File: src/rtl/ntt_bank_addr_gen_pkg.sv
// Shared constants, FSM encoding and lane types for the radix-16 NTT
// bank/address generator.
package ntt_pkg;

    localparam int RADIX     = 16;
    localparam int LOG_RADIX = 4;
    localparam int LANE_W    = 8;

    typedef enum logic [1:0] {
        IDLE,
        RUN,
        FIN
    } state_t;

    typedef logic [RADIX-1:0][LANE_W-1:0] lane_arr_t;

    function automatic int stage_w(input int s);
        return (s > 1) ? $clog2(s) : 1;
    endfunction

    function automatic int j_w(input int s);
        return (s > 1) ? LOG_RADIX * (s - 1) : 1;
    endfunction

endpackage

File: src/rtl/ntt_bank_addr_gen_if.sv
// Control and index bundle between the address generator and the
// downstream index delay stage.
interface ntt_bank_addr_gen_if #(
    parameter int STAGES  = 3,
    parameter int D_WIDTH = 8
);
    import ntt_pkg::*;

    localparam int SW = stage_w(STAGES);

    logic                          start;
    logic                          stall;
    logic [RADIX-1:0][D_WIDTH-1:0] ma_idx;
    logic [RADIX-1:0][D_WIDTH-1:0] bn_idx;
    logic                          ntt_enable;
    logic [SW-1:0]                 stage_o;
    logic                          last_o;
    logic                          busy;
    logic                          done;

    modport master (
        output start, stall,
        input  ma_idx, bn_idx, ntt_enable, stage_o, last_o, busy, done
    );

    modport slave (
        input  start, stall,
        output ma_idx, bn_idx, ntt_enable, stage_o, last_o, busy, done
    );

endinterface

File: src/rtl/ntt_bank_addr_gen_map.sv
// Combinational (stage, group j, lane k) -> (in-bank address, bank) map.
// Lane digit is inserted at the DIF digit position; bank is the digit sum.
module ntt_bank_map
    import ntt_pkg::*;
#(
    parameter int STAGES  = 3,
    parameter int D_WIDTH = 8,
    parameter int SW      = stage_w(STAGES),
    parameter int JW      = j_w(STAGES)
) (
    input  logic [SW-1:0]      stage,
    input  logic [JW-1:0]      j,
    input  logic [3:0]         k,
    output logic [D_WIDTH-1:0] ma,
    output logic [D_WIDTH-1:0] bn
);

    localparam int IW = LOG_RADIX * STAGES;

    logic [IW-1:0] j_lo;
    logic [IW-1:0] j_hi;
    logic [IW-1:0] idx;
    logic [3:0]    bsum;
    int            p;

    always_comb begin
        j_lo = IW'(j);
        j_hi = j_lo << LOG_RADIX;
        p    = STAGES - 1 - int'(stage);
        idx  = '0;
        bsum = '0;
        // digits below p come from j as-is, digits above from j shifted up
        for (int d = 0; d < STAGES; d++) begin
            if (d < p)
                idx[4*d +: 4] = j_lo[4*d +: 4];
            else if (d == p)
                idx[4*d +: 4] = k;
            else
                idx[4*d +: 4] = j_hi[4*d +: 4];
            bsum = bsum + idx[4*d +: 4];
        end
        ma = D_WIDTH'(idx >> LOG_RADIX);
        bn = D_WIDTH'(bsum);
    end

endmodule

File: src/rtl/ntt_bank_addr_gen.sv
// Radix-16 NTT address generator: walks every (stage, group) of the
// transform and registers 16 conflict-free bank/address pairs per cycle.
module ntt_bank_addr_gen
    import ntt_pkg::*;
#(
    parameter int STAGES  = 3,
    parameter int D_WIDTH = 8
) (
    input logic                clk,
    input logic                rst,
    ntt_bank_addr_gen_if.slave bus
);

    localparam int SW = stage_w(STAGES);
    localparam int JW = j_w(STAGES);
    localparam logic [SW-1:0] LAST_STG = SW'(STAGES - 1);
    localparam logic [JW-1:0] LAST_J   = JW'((RADIX ** (STAGES - 1)) - 1);

    state_t        state_q, state_d;
    logic [SW-1:0] stg_q, stg_d;
    logic [JW-1:0] j_q, j_d;
    logic          load;
    logic          en_d, last_d, done_d;

    logic [RADIX-1:0][D_WIDTH-1:0] ma_c, bn_c;
    logic [RADIX-1:0][D_WIDTH-1:0] ma_q, bn_q;
    logic [SW-1:0]                 stg_oq;
    logic                          en_q, last_q, done_q;

    for (genvar g = 0; g < RADIX; g++) begin : g_lane
        ntt_bank_map #(
            .STAGES  (STAGES),
            .D_WIDTH (D_WIDTH),
            .SW      (SW),
            .JW      (JW)
        ) u_map (
            .stage (stg_q),
            .j     (j_q),
            .k     (4'(g)),
            .ma    (ma_c[g]),
            .bn    (bn_c[g])
        );
    end

    always_comb begin
        state_d = state_q;
        stg_d   = stg_q;
        j_d     = j_q;
        load    = 1'b0;
        en_d    = 1'b0;
        last_d  = 1'b0;
        done_d  = 1'b0;
        unique case (state_q)
            IDLE: begin
                if (bus.start) begin
                    state_d = RUN;
                    stg_d   = '0;
                    j_d     = '0;
                end
            end
            RUN: begin
                if (!bus.stall) begin
                    load   = 1'b1;
                    en_d   = 1'b1;
                    last_d = (stg_q == LAST_STG) && (j_q == LAST_J);
                    if (j_q == LAST_J) begin
                        j_d = '0;
                        if (stg_q == LAST_STG)
                            state_d = FIN;
                        else
                            stg_d = stg_q + SW'(1);
                    end else begin
                        j_d = j_q + JW'(1);
                    end
                end
            end
            FIN: begin
                done_d  = 1'b1;
                state_d = IDLE;
            end
            default: state_d = IDLE;
        endcase
    end

    always_ff @(posedge clk or negedge rst) begin
        if (!rst) begin
            state_q <= IDLE;
            stg_q   <= '0;
            j_q     <= '0;
        end else begin
            state_q <= state_d;
            stg_q   <= stg_d;
            j_q     <= j_d;
        end
    end

    // index outputs hold their last group while stalled or idle
    always_ff @(posedge clk or negedge rst) begin
        if (!rst) begin
            ma_q   <= '0;
            bn_q   <= '0;
            stg_oq <= '0;
            en_q   <= 1'b0;
            last_q <= 1'b0;
            done_q <= 1'b0;
        end else begin
            en_q   <= en_d;
            last_q <= last_d;
            done_q <= done_d;
            if (load) begin
                ma_q   <= ma_c;
                bn_q   <= bn_c;
                stg_oq <= stg_q;
            end
        end
    end

    assign bus.ma_idx     = ma_q;
    assign bus.bn_idx     = bn_q;
    assign bus.stage_o    = stg_oq;
    assign bus.ntt_enable = en_q;
    assign bus.last_o     = last_q;
    assign bus.done       = done_q;
    assign bus.busy       = (state_q != IDLE);

endmodule

File: src/flat_wrapper.sv
// flat-port wrapper written by rule: the top's interface ports become plain ports
module ntt_bank_addr_gen_flat import ntt_pkg::*;
#(
    parameter int STAGES  = 3,
    parameter int D_WIDTH = 8
)
  (clk, rst, bus_start, bus_stall, bus_ma_idx, bus_bn_idx, bus_ntt_enable, bus_stage_o, bus_last_o, bus_busy, bus_done);
  ntt_bank_addr_gen_if #(.STAGES(STAGES), .D_WIDTH(D_WIDTH)) bus_i ();
  input logic clk;
  input logic rst;
  input wire logic [$bits(bus_i.start)-1:0] bus_start;
  input wire logic [$bits(bus_i.stall)-1:0] bus_stall;
  output wire logic [$bits(bus_i.ma_idx)-1:0] bus_ma_idx;
  output wire logic [$bits(bus_i.bn_idx)-1:0] bus_bn_idx;
  output wire logic [$bits(bus_i.ntt_enable)-1:0] bus_ntt_enable;
  output wire logic [$bits(bus_i.stage_o)-1:0] bus_stage_o;
  output wire logic [$bits(bus_i.last_o)-1:0] bus_last_o;
  output wire logic [$bits(bus_i.busy)-1:0] bus_busy;
  output wire logic [$bits(bus_i.done)-1:0] bus_done;
  assign bus_i.start = bus_start;
  assign bus_i.stall = bus_stall;
  assign bus_ma_idx = bus_i.ma_idx;
  assign bus_bn_idx = bus_i.bn_idx;
  assign bus_ntt_enable = bus_i.ntt_enable;
  assign bus_stage_o = bus_i.stage_o;
  assign bus_last_o = bus_i.last_o;
  assign bus_busy = bus_i.busy;
  assign bus_done = bus_i.done;
  ntt_bank_addr_gen #(.STAGES(STAGES), .D_WIDTH(D_WIDTH)) u_core (.clk(clk), .rst(rst), .bus(bus_i));
endmodule
File: config.mk
export PLATFORM = sky130hd
export DESIGN_NAME = ntt_bank_addr_gen_flat
export DESIGN_NICKNAME = d
export VERILOG_FILES = /design/src/rtl/ntt_bank_addr_gen_pkg.sv /design/src/rtl/ntt_bank_addr_gen_if.sv /design/src/rtl/ntt_bank_addr_gen_map.sv /design/src/rtl/ntt_bank_addr_gen.sv /design/src/flat_wrapper.sv
export SDC_FILE = /design/constraint.sdc
export NUM_CORES = 1
export LEC_CHECK = 0
export BUFFER_PORTS_ARGS = -buffer_cell sky130_fd_sc_hd__buf_2
export CORE_ASPECT_RATIO = 1.25
export CORE_MARGIN = 2
export CORE_UTILIZATION = 25
export DETAILED_ROUTE_END_ITERATION = 10
export HOLD_SLACK_MARGIN = 0.12
export PLACE_DENSITY = 0.6
export SLEW_MARGIN = 20
export SYNTH_ARGS = -nofsm -noshare
export SYNTH_HDL_FRONTEND = slang
export SYNTH_SLANG_ARGS = --single-unit
File: constraint.sdc
create_clock -name clk -period 5.8 [get_ports clk]
set_clock_uncertainty 0.1 [all_clocks]
set_input_delay 1.16 -clock clk [delete_from_list [all_inputs] [get_ports clk]]
set_output_delay 1.16 -clock clk [all_outputs]
set_load 0.005 [all_outputs]
==> flow_summary_export.csv, run 1 <==
group,metric,value,unit
yosys,synth_area_leaders,"sky130_fd_sc_hd__buf_4 32%, sky130_fd_sc_hd__dfrtp_1 31%, sky130_fd_sc_hd__nand2_1 5.4%, sky130_fd_sc_hd__xnor2_1 3.5%, sky130_fd_sc_hd__o21ai_1 3.3%",
route,avgViaCountPerCell,3.754,
floorplan,design.die.area,21210,sq um
layout,fillers,2109,
run,cap_violations,0,
clock_network,clock_tree.htree_level_count,3,
floorplan,initial_utilization,0.2565,
yosys,synth_edf_count,0,
yosys,async_reset_ff_frac,1.000,
place,place.detailed.hpwl,8.312,mm
critical_path,worstSetupPathType,"register to register",
route,drt_iter0_markers,151,
clock_network,clock_sink_count,63,
floorplan,core.rowCount,57,
place,gp_congestion,0.7853,
critical_path,timing.critical_path.fanout_max,15,
route,dr_total_vias,3232,
critical_path,startpoint_type,"register",
yosys,yosys_register_bits,63,
pwr,pwr_density_cell,534.5,nW/um^2
layout,diodes,0,
global_routing,grt_start_max_net_pins,74,
global_routing,antenna_found_initial,0,
pwr,cell_internal_pwr,1.759,mW
clock_network,cts.root.buffer_cell,"sky130_fd_sc_hd__clkbuf_16",
yosys,avgSynthCellArea,9.231,sq um
route,drtPass1Iterations,4,
yosys,synth_top_cells_by_count,"211 x sky130_fd_sc_hd__buf_4, 72 x sky130_fd_sc_hd__nand2_1, 63 x sky130_fd_sc_hd__dfrtp_1",
yosys,yosysSeqAreaShare,0.3145,
route,detail_route.drc_violations,0,
pwr,max-vdd-ir-drop,0.2099,mV
global_routing,overflow,0,
yosys,post-synth-top-area-cell,"sky130_fd_sc_hd__buf_4",
timing,unrepaired_setup_endpoints_after_global_routing,"false",
yosys,ys.warnings.count,0,
route,post_drt_wl_per_cell,12.56,um
clock_network,clk_path_buf_depth,2,
yosys,synth.lib_cells_used.distinct,47,
outcome,outcome,"finished clean",
pwr,power.share.clock,0.213,
pwr,pwr-share-seq,0.278,
clock_network,ctsHoldBuffers,0,
global_routing,grt_pass1_vias,2705,
floorplan,core-area,19540,sq um
yosys,synth_most_common_cell,"sky130_fd_sc_hd__buf_4",
timing,slew_headroom,0.4492,
layout,layout.nets,617,
yosys,ys_dominant_reg_cell,"sky130_fd_sc_hd__dfrtp_1",
clock_network,tritoncts_clock_tree,"done",
timing,report.final.setup_viol,0,
place,pre_cts_slack,1.960,ns
timing,final_max_slew_viol_count,0,
pwr,total_switching_power,1.055,mW
critical_path,critical_path_arrival,3.96,ns
pwr,leakagePower,2.874,nW
clock_network,cts_buffers,9,
hold_path,hold_path_class,"register to register",
layout,area_growth_from_synthesis_to_final_layout,5.042,%
timing,setup_tns,0,ns
timing,achievable-frequency,260.4,MHz
pwr,finalPower,2.814,mW
critical_path,required,5.92,ns
floorplan,width_of_the_die,130.6,um
critical_path,critPathCaptureType,"register",
global_routing,first_pass_grt_wire_length,15.43,mm
timing,finalHoldViolations,0,
clock_network,clk_pin_slew,0.05,ns
floorplan,floorplan.die.height,162.3,um
place,buffer_ports.inserted,201,
layout,multi_input_area,1959,sq um
layout,share_of_post_route_cells_with_drive_strength_above_1,0.3859,
timing,period_needed,3.840,ns
timing,timing_worst_slew_pin_value,0.8261,ns
timing,period_share,0.6621,
clock_network,post_cts.resized_instances,0,
yosys,synth.cell_area,5012,sq um
clock_network,postCtsSetupRepairBufs,0,
layout,final-seq-area,1577,sq um
yosys,netlist.area_leader.share,0.3160,
route,route.final.wire_length,10.81,mm
pwr,pwr-share-comb,0.509,
global_routing,global_route.usage.total,0.09809,
yosys,synthCells,543,
pwr,switching_share,0.3748,
timing,postLayoutSetupSlackWorst,1.960,ns
route,route.antenna.remaining_nets,0,
clock_network,clk_lat_worst_skew,0.34,ns
floorplan,io_pins,266,
power by group through the flow:
stage | clock, mW | combinational (mW) | sequential, mW
5_1_grt | 0.636 | 1.61 | 0.819
3_5_place_dp | 0 | 1.46 | 0.798
3_3_place_gp | 0 | 1.44 | 0.794
4_1_cts | 0.611 | 1.46 | 0.791
2_1_floorplan | 0 | 1.30 | 0.740
6_report | 0.600 | 1.43 | 0.783
kinds of logic after synthesis:
logic type	share of synthesized area
compound gates	0.06990
xor+xnor	0.09311
fa+ha+maj	0.06440
buf+inv	0.3422
flops	0.3145
mux	0.01423
other cells	0.0007482
simple gates	0.1009
worst max-delay path, stage by stage (launching register included):
cell,delay (ns)
sky130_fd_sc_hd__dfrtp_1,0.46
sky130_fd_sc_hd__inv_1,0.20
sky130_fd_sc_hd__ha_1,0.49
sky130_fd_sc_hd__or2_1,0.31
sky130_fd_sc_hd__o22ai_1,0.18
sky130_fd_sc_hd__fa_1,0.61
sky130_fd_sc_hd__inv_1,0.09
sky130_fd_sc_hd__ha_1,0.37
sky130_fd_sc_hd__a21oi_1,0.28
sky130_fd_sc_hd__xnor3_1,0.37
sky130_fd_sc_hd__mux2_4,0.26
layout make-up:
type / instances / share of cell area
tap: 265 / 0.06298
sequential: 63 / 0.2994
inverter: 12 / 0.008555
multi-input combinational: 303 / 0.3721
timing repair buffer: 203 / 0.1939
clock buffer: 12 / 0.05062
clock inverter: 3 / 0.01236
metal layers:
layer / vias to the layer above / GRT usage / routed length [um]
li1: 1572 / - / -
met1: 1490 / 0.1173 / 4269
met2: 158 / 0.1660 / 5604
met4: 0 / 0.03965 / 196
met3: 12 / 0.02602 / 742
met5: - / 0 / 0
placed cells by master, fill, tap and decap left out, drive strengths merged, types with 2 or more instances in the layout:
master | Yosys | layout
and2 | 2 | 2
and3 | 2 | 2
nand4 | 3 | 3
ha | 13 | 13
xor2 | 9 | 9
a221oi | 2 | 2
clkbuf | 9 | 12
nor4 | 2 | 2
a21oi | 6 | 6
fa | 8 | 8
dfrtp | 63 | 63
xnor2 | 22 | 22
xnor3 | 7 | 7
bufinv | 0 | 2
or2 | 2 | 2
nand3 | 7 | 7
o21ai | 38 | 38
conb | 1 | 64
nor2 | 17 | 17
buf | 219 | 203
mux2 | 5 | 5
nor2b | 3 | 3
nand2 | 72 | 72
inv | 12 | 12
o22ai | 3 | 3
a31oi | 2 | 2
or3 | 2 | 2
state kept, by name (all words and copies together) (netlist names):
| name | cells |
|---|---|
| u_core.bus.bn_idx | 30 |
| u_core.bus.done | 1 |
| u_core.bus.last_o | 1 |
| u_core.bus.ma_idx | 16 |
| u_core.bus.ntt_enable | 1 |
| u_core.bus.stage_o | 2 |
| u_core.j_q | 8 |
| u_core.state_q | 2 |
| u_core.stg_q | 2 |
worst paths after layout:
check / startpoint / endpoint / slack (ns) / depth (start not counted)
min in group asynchronous: rst / u_core.bus.done$_DFF_PN0_ / 0.89 / 2
worst min-delay path: u_core.bus.bn_idx[91]$_DFFE_PN0P_ / u_core.bus.bn_idx[91]$_DFFE_PN0P_ / 0.38 / 2
max in group asynchronous: rst / u_core.bus.bn_idx[115]$_DFFE_PN0P_ / 4.15 / 2
worst min register to register: u_core.bus.bn_idx[91]$_DFFE_PN0P_ / u_core.bus.bn_idx[91]$_DFFE_PN0P_ / 0.38 / 2
worst max register to register: u_core.stg_q[1]$_DFFE_PN0P_ / u_core.bus.bn_idx[59]$_DFFE_PN0P_ / 1.96 / 10
worst max-delay path: u_core.stg_q[1]$_DFFE_PN0P_ / u_core.bus.bn_idx[59]$_DFFE_PN0P_ / 1.96 / 10
metrics by stage:
stage          hold WS, ns    util  area [sq um]  std cells
2_1_floorplan       0.3793       -          5249        606
3_3_place_gp        0.3665  0.2525          4933        846
3_5_place_dp        0.3754  0.2525          4933        846
4_1_cts             0.3871  0.2694          5265        861
5_1_grt             0.4017  0.2694          5265        861
6_report            0.3783  0.2694          5265        861
No activity file was read; power rests on OpenSTA's default activity.
==> inputs of run 2 (changes only) <==
ABC_AREA = 1   (was unset)
clock period = 3.7 ns   (was 5.8 ns; I/O delays follow)
==> run 2 against run 1 <==
Highest routed layer unchanged; power grew 60%; sequential share of layout area rose by 0.093 points; first-iteration DRC count up 26%; critical endpoint is now u_core.bus.bn_idx[115]$_DFFE_PN0P_.
==> flow_summary_export.csv, run 2 <==
group,metric,value,unit
yosys,synthCells,619,
critical_path,path_cells,"inv_1 -> ha_1 -> nor2_4 -> inv_1 -> o22ai_1 -> fa_1 -> inv_1 -> ha_1 -> a21oi_1 -> inv_1 -> nand3_1 -> nand3_1 -> nand2_1",
layout,final-seq-area,1577,sq um
route,route.final.wire_length,11.58,mm
clock_network,post_cts.resized_instances,0,
layout,post-route-cell-area,5249,sq um
route,post_drt_wl_per_cell,12.25,um
floorplan,design.die.area,21100,sq um
yosys,synth_area_leaders,"sky130_fd_sc_hd__buf_4 32%, sky130_fd_sc_hd__dfrtp_1 32%, sky130_fd_sc_hd__nand2_1 9.9%, sky130_fd_sc_hd__nand3_1 4.5%, sky130_fd_sc_hd__ha_1 3.3%",
pwr,leakagePower,2.939,nW
timing,slew_headroom,0.4733,
layout,area_growth_from_synthesis_to_final_layout,5.270,%
floorplan,core.rowCount,57,
critical_path,critical-path-top-delay-family,"adder cells",
layout,layout.cells.most_common_list,"201 x sky130_fd_sc_hd__buf_2, 132 x sky130_fd_sc_hd__nand2_1, 64 x sky130_fd_sc_hd__conb_1",
timing,unrepaired_setup_endpoints_after_global_routing,"false",
global_routing,overflow,0,
timing,report.final.setup_viol,0,
outcome,outcome,"finished clean",
yosys,netlist.area_leader.share,0.3177,
layout,finalCoreUtilization,0.2696,
pwr,pwr_density_cell,859.4,nW/um^2
pwr,max-vdd-ir-drop,0.3019,mV
yosys,avgSynthCellArea,8.055,sq um
yosys,ys_dominant_reg_cell,"sky130_fd_sc_hd__dfrtp_1",
yosys,synth_most_common_cell,"sky130_fd_sc_hd__buf_4",
clock_network,postCtsSetupRepairBufs,0,
critical_path,path_buf_inv,4,
critical_path,required,3.87,ns
layout,multi_input_area,1841,sq um
critical_path,worstSetupPathType,"register to register",
clock_network,clock_tree.htree_level_count,3,
floorplan,width_of_the_die,130.3,um
timing,achievable-frequency,302.5,MHz
critical_path,critPathCaptureType,"register",
route,drtPass1Iterations,5,
critical_path,crit_path_max_incr_delay,0.50,ns
clock_network,tritoncts_clock_tree,"done",
layout,layoutNonFillerInstCount,945,
global_routing,grt_start_max_net_pins,49,
timing,final_max_slew_viol_count,0,
clock_network,ctsHoldBuffers,0,
place,place.detailed.hpwl,9.239,mm
timing,period_share,0.8934,
layout,layout_commonest_cell,"sky130_fd_sc_hd__buf_2",
yosys,post-synth-top-area-cell,"sky130_fd_sc_hd__buf_4",
critical_path,cp_common_cell,"sky130_fd_sc_hd__inv_1",
clock_network,cts.root.buffer_cell,"sky130_fd_sc_hd__clkbuf_16",
clock_network,clk_lat_worst_skew,0.33,ns
route,dr_total_vias,3668,
route,route.antenna.remaining_nets,0,
route,drt_iter0_markers,191,
layout,layout.nets,700,
yosys,synth_edf_count,0,
global_routing,antenna_found_initial,0,
timing,postLayoutSetupSlackWorst,0.3944,ns
place,buffer_ports.inserted,201,
place,gp_congestion,0.8968,
route,avgViaCountPerCell,3.881,
timing,timing_worst_slew_pin_value,0.7901,ns
pwr,finalPower,4.511,mW
layout,share_of_post_route_cells_with_drive_strength_above_1,0.3559,
yosys,synth.cell_area,4986,sq um
critical_path,timing.critical_path.fanout_max,10,
critical_path,critical_path_arrival,3.47,ns
floorplan,floorplan.die.height,161.9,um
hold_path,hold_path_class,"register to register",
floorplan,io_pins,266,
yosys,synth.lib_cells_used.distinct,31,
global_routing,grt_pass1_vias,3068,
run,cap_violations,0,
floorplan,core-area,19470,sq um
clock_network,clock_sink_count,63,
floorplan,initial_utilization,0.2561,
yosys,async_reset_ff_frac,1.000,
clock_network,clk_path_buf_depth,2,
global_routing,first_pass_grt_wire_length,16.82,mm
place,detailed_place.area,4950,sq um
yosys,synth_top_cells_by_count,"211 x sky130_fd_sc_hd__buf_4, 132 x sky130_fd_sc_hd__nand2_1, 63 x sky130_fd_sc_hd__dfrtp_1",
route,detail_route.drc_violations,0,
place,pre_cts_slack,0.4351,ns
layout,fillers,2105,
critical_path,worst_path_max_delay_cell,"sky130_fd_sc_hd__fa_1",
layout,diodes,0,
yosys,yosysSeqAreaShare,0.3162,
global_routing,global_route.usage.total,0.1047,
critical_path,startpoint_type,"register",
timing,period_needed,3.306,ns
yosys,ys.warnings.count,0,
clock_network,cts_buffers,9,
timing,finalHoldViolations,0,
clock_network,clk_pin_slew,0.05,ns
layout,largest_register_ffs,30,
yosys,yosys_register_bits,63,
timing,fin_hold_ws,0.3732,ns
place,placed_cells,929,
timing,setup_tns,0,ns
## run 2: cell count changes in the layout (fill, tap and decap cells not counted), moves of 7 or more
| cell | delta |
|---|---|
| sky130_fd_sc_hd__xnor2_1 | -17 |
| sky130_fd_sc_hd__nand3_1 | +38 |
| sky130_fd_sc_hd__nand3_2 | +9 |
| sky130_fd_sc_hd__xnor3_1 | -7 |
| sky130_fd_sc_hd__nand2_1 | +61 |
| sky130_fd_sc_hd__nor2_1 | -7 |
| sky130_fd_sc_hd__o21ai_0 | +21 |
| sky130_fd_sc_hd__inv_1 | +28 |
| sky130_fd_sc_hd__o21ai_1 | -28 |
## run 2: where the power goes
group	switching, mW	leakage (nW)	internal [mW]
combinational	1.38	2.03	1.05
sequential	0.302	0.771	0.943
clock	0.316	0.134	0.520
## run 2: kinds of logic after synthesis
family,share of synthesized area
compound gates,0.05345
xor+xnor,0.01054
fa+ha+maj,0.06474
buf+inv,0.3621
flops,0.3162
other cells,0.0007521
simple gates,0.1922
## run 2: worst register-to-register path: cells and delay by family (launching register included)
kind / cells / cell delay (ns)
fa+ha+maj: 3 / 1.15
simple gates: 4 / 0.48
flops: 1 / 0.49
compound gates: 2 / 0.55
buf+inv: 4 / 0.47
## run 2: routing by layer
layer	global-route usage	share of wire
met5	0	0
met4	0.04057	0.013
met3	0.02734	0.087
met2	0.1851	0.51
met1	0.1191	0.39
## run 2: cell type report
type	count	area share
Clock inverter	7	0.01406
Tap cell	265	0.06317
Timing Repair Buffer	205	0.1974
Multi-Input combinational cell	352	0.3507
Clock buffer	9	0.04291
Sequential cell	63	0.3004
Inverter	44	0.03147
## run 2: final timing paths
| kind | cells past startpoint | endpoint | startpoint | slack, ns |
|---|---|---|---|---|
| setup / recovery | 13 | u_core.bus.bn_idx[115]$_DFFE_PN0P_ | u_core.stg_q[1]$_DFFE_PN0P_ | 0.39 |
| hold / removal | 1 | u_core.bus.done$_DFF_PN0_ | u_core.state_q[0]$_DFFE_PN0P_ | 0.37 |
| setup reg to reg | 13 | u_core.bus.bn_idx[115]$_DFFE_PN0P_ | u_core.stg_q[1]$_DFFE_PN0P_ | 0.39 |
| hold reg to reg | 1 | u_core.bus.done$_DFF_PN0_ | u_core.state_q[0]$_DFFE_PN0P_ | 0.37 |
| max in group asynchronous | 2 | u_core.bus.ma_idx[59]$_DFFE_PN0P_ | rst | 2.37 |
| min in group asynchronous | 1 | u_core.bus.done$_DFF_PN0_ | rst | 0.39 |
==> inputs of run 3 (changes only) <==
ABC_AREA = 0   (was 1)
==> run 3 against run 2 <==
Die area up 0.51%; largest cell class unchanged; clock power down 2%; clock-buffer cell count up 5; critical endpoint is now u_core.bus.bn_idx[59]$_DFFE_PN0P_; critical path type unchanged.
==> flow_summary_export.csv, run 3 (synthesized netlist as in run 1, its figures left out) <==
group,metric,value,unit
outcome,outcome,"finished clean",
route,route.antenna.remaining_nets,0,
layout,largest_register_ffs,30,
critical_path,worst_path_max_delay_cell,"sky130_fd_sc_hd__fa_1",
global_routing,use_met1,0.1152,
clock_network,clk_path_buf_depth,2,
clock_network,clk_pin_slew,0.05,ns
critical_path,timing.critical_path.fanout_max,9,
timing,period_share,0.9384,
critical_path,startpoint_type,"register",
route,detail_route.drc_violations,0,
clock_network,clock_sink_count,63,
timing,slew_headroom,0.5385,
pwr,max-vdd-ir-drop,0.3076,mV
pwr,pwr-share-comb,0.526,
clock_network,ctsHoldBuffers,0,
layout,layout_commonest_cell,"sky130_fd_sc_hd__buf_2",
route,drtPass1Iterations,4,
pwr,total_switching_power,1.663,mW
clock_network,cts.root.buffer_cell,"sky130_fd_sc_hd__clkbuf_16",
layout,diodes,0,
global_routing,groute.layer.met2.usage,0.1705,
floorplan,core.rowCount,57,
floorplan,io_pins,266,
pwr,pwr-share-seq,0.284,
global_routing,first_pass_grt_wire_length,15.64,mm
clock_network,cts_buffers,9,
global_routing,overflow,0,
layout,layout.cells.most_common_list,"201 x sky130_fd_sc_hd__buf_2, 71 x sky130_fd_sc_hd__nand2_1, 64 x sky130_fd_sc_hd__conb_1",
timing,setup_tns,0,ns
global_routing,met3_usage,0.01943,
critical_path,critical-path-top-delay-family,"adder cells",
critical_path,required,3.82,ns
layout,fillers,2114,
critical_path,critical_path_depth,10,
layout,share_of_post_route_cells_with_drive_strength_above_1,0.3890,
floorplan,width_of_the_die,130.6,um
timing,report.final.setup_viol,0,
layout,area_growth_from_synthesis_to_final_layout,4.693,%
global_routing,global_route.usage.total,0.09769,
timing,unrepaired_setup_endpoints_after_global_routing,"true",
critical_path,worstSetupPathType,"register to register",
run,cap_violations,0,
critical_path,critical_path_arrival,3.59,ns
pwr,pwr_density_cell,823.1,nW/um^2
pwr,cell_internal_pwr,2.657,mW
critical_path,path_cells,"inv_1 -> ha_1 -> or2_1 -> o22ai_1 -> fa_1 -> inv_1 -> ha_1 -> a21oi_1 -> xnor3_1 -> mux2_4",
floorplan,floorplan.die.height,162.3,um
route,route.final.wire_length,10.90,mm
route,avgViaCountPerCell,3.769,
global_routing,antenna_found_initial,0,
place,gp_congestion,0.8288,
critical_path,regToRegSetupSlack,0.23,ns
place,buffer_ports.inserted,201,
route,dr_total_vias,3256,
floorplan,core-area,19540,sq um
timing,finalHoldViolations,0,
floorplan,design.die.area,21210,sq um
pwr,switching_share,0.3849,
route,post_drt_wl_per_cell,12.62,um
pwr,power.share.clock,0.190,
timing,achievable-frequency,288.0,MHz
pwr,leakagePower,2.863,nW
global_routing,grt_pass1_vias,2723,
route,drt_iter0_markers,194,
critical_path,crit_path_max_incr_delay,0.49,ns
critical_path,timing.reg2reg.worst_path_depth,10,
layout,layout.nets,619,
place,place.detailed.hpwl,8.554,mm
critical_path,worstSetupStartpoint,"u_core.stg_q[1]$_DFFE_PN0P_",
global_routing,grt_start_max_net_pins,54,
clock_network,clock_tree.htree_level_count,3,
timing,period_needed,3.472,ns
global_routing,grt-busiest-layer,"met2",
critical_path,path_buf_inv,2,
clock_network,clk_lat_worst_skew,0.33,ns
timing,timing_worst_slew_pin_value,0.6923,ns
critical_path,critPathCaptureType,"register",
timing,final_max_slew_viol_count,0,
hold_path,hold_path_class,"input pin to asynchronous set/reset pin",
critical_path,timing.critical_path.to,"u_core.bus.bn_idx[59]$_DFFE_PN0P_",
critical_path,regToRegStartpoint,"u_core.stg_q[1]$_DFFE_PN0P_",
critical_path,worst_r2r_dst,"u_core.bus.bn_idx[59]$_DFFE_PN0P_",
clock_network,tritoncts_clock_tree,"done",
floorplan,initial_utilization,0.2565,
layout,finalCoreUtilization,0.2685,
==> run 3: changes by cell type in the layout (fill, tap and decap cells not counted), sizes merged, moves of 6 or more <==
| cell | before | now |
|---|---|---|
| nand2 | 135 | 72 |
| nand3 | 54 | 7 |
| inv | 43 | 12 |
| xnor2 | 3 | 22 |
| o21ai | 31 | 38 |
| xnor3 | 0 | 7 |
| xor2 | 3 | 9 |
==> run 3: layer usage <==
metal / vias up / part of all wire
met4: 0 / 0.019
met3: 13 / 0.068
met5: - / 0
met2: 164 / 0.52
li1: 1565 / -
met1: 1514 / 0.39
==> run 3: what timing repair did <==
| item | in CTS | in global routing |
|---|---|---|
| resized for setup | 0 | 1 |
| setup endpoints to repair | 0 | 3 |
| hold endpoints to repair | 0 | 0 |
| setup buffers | 0 | 0 |
==> run 3: cell type report <==
cell class | instances | area (sq um) | share of cell area
clock buffers | 14 | 284.0 | 0.05412
clock inverters | 2 | 12.51 | 0.002384
inverters | 12 | 45.04 | 0.008584
multi-input cells | 303 | 1962 | 0.3739
flip-flops and latches | 63 | 1577 | 0.3004
well taps | 265 | 331.6 | 0.06319
repair buffers | 205 | 1036 | 0.1974
==> run 3: worst min path at each step <==
stage,start,endpoint,slack (ns),cells past startpoint
after global placement,u_core.bus.bn_idx[43]$_DFFE_PN0P_,u_core.bus.bn_idx[43]$_DFFE_PN0P_,0.37,2
final,rst,u_core.bus.done$_DFF_PN0_,0.18,1
after global routing,rst,u_core.bus.done$_DFF_PN0_,0.19,1
after CTS,rst,u_core.bus.done$_DFF_PN0_,0.18,1
after floorplan,rst,u_core.bus.bn_idx[106]$_DFFE_PN0P_,0.34,0
after detailed placement,u_core.bus.bn_idx[91]$_DFFE_PN0P_,u_core.bus.bn_idx[91]$_DFFE_PN0P_,0.38,2
==> run 3: power groups by stage <==
| stage | clock, mW | combinational, mW | sequential [mW] |
|---|---|---|---|
| 6_report | 0.820 | 2.27 | 1.23 |
| 4_1_cts | 0.841 | 2.31 | 1.25 |
| 5_1_grt | 0.870 | 2.53 | 1.29 |
| 3_5_place_dp | 0 | 2.31 | 1.25 |
| 2_1_floorplan | 0 | 2.03 | 1.16 |
| 3_3_place_gp | 0 | 2.27 | 1.25 |
==> run 3: stage by stage <==
stage          power (mW)  instances  cell area [sq um]  worst slack (ns)  hold WS [ns]
2_1_floorplan       3.191        606               5249            0.3900        0.3444
3_5_place_dp        3.561        848               4949            0.1724        0.3750
6_report            4.319        864               5248            0.2281        0.1760
4_1_cts             4.396        864               5245            0.1609        0.1782
5_1_grt             4.688        864               5248         -0.006374        0.1865
3_3_place_gp        3.521        848               4949            0.2704        0.3670
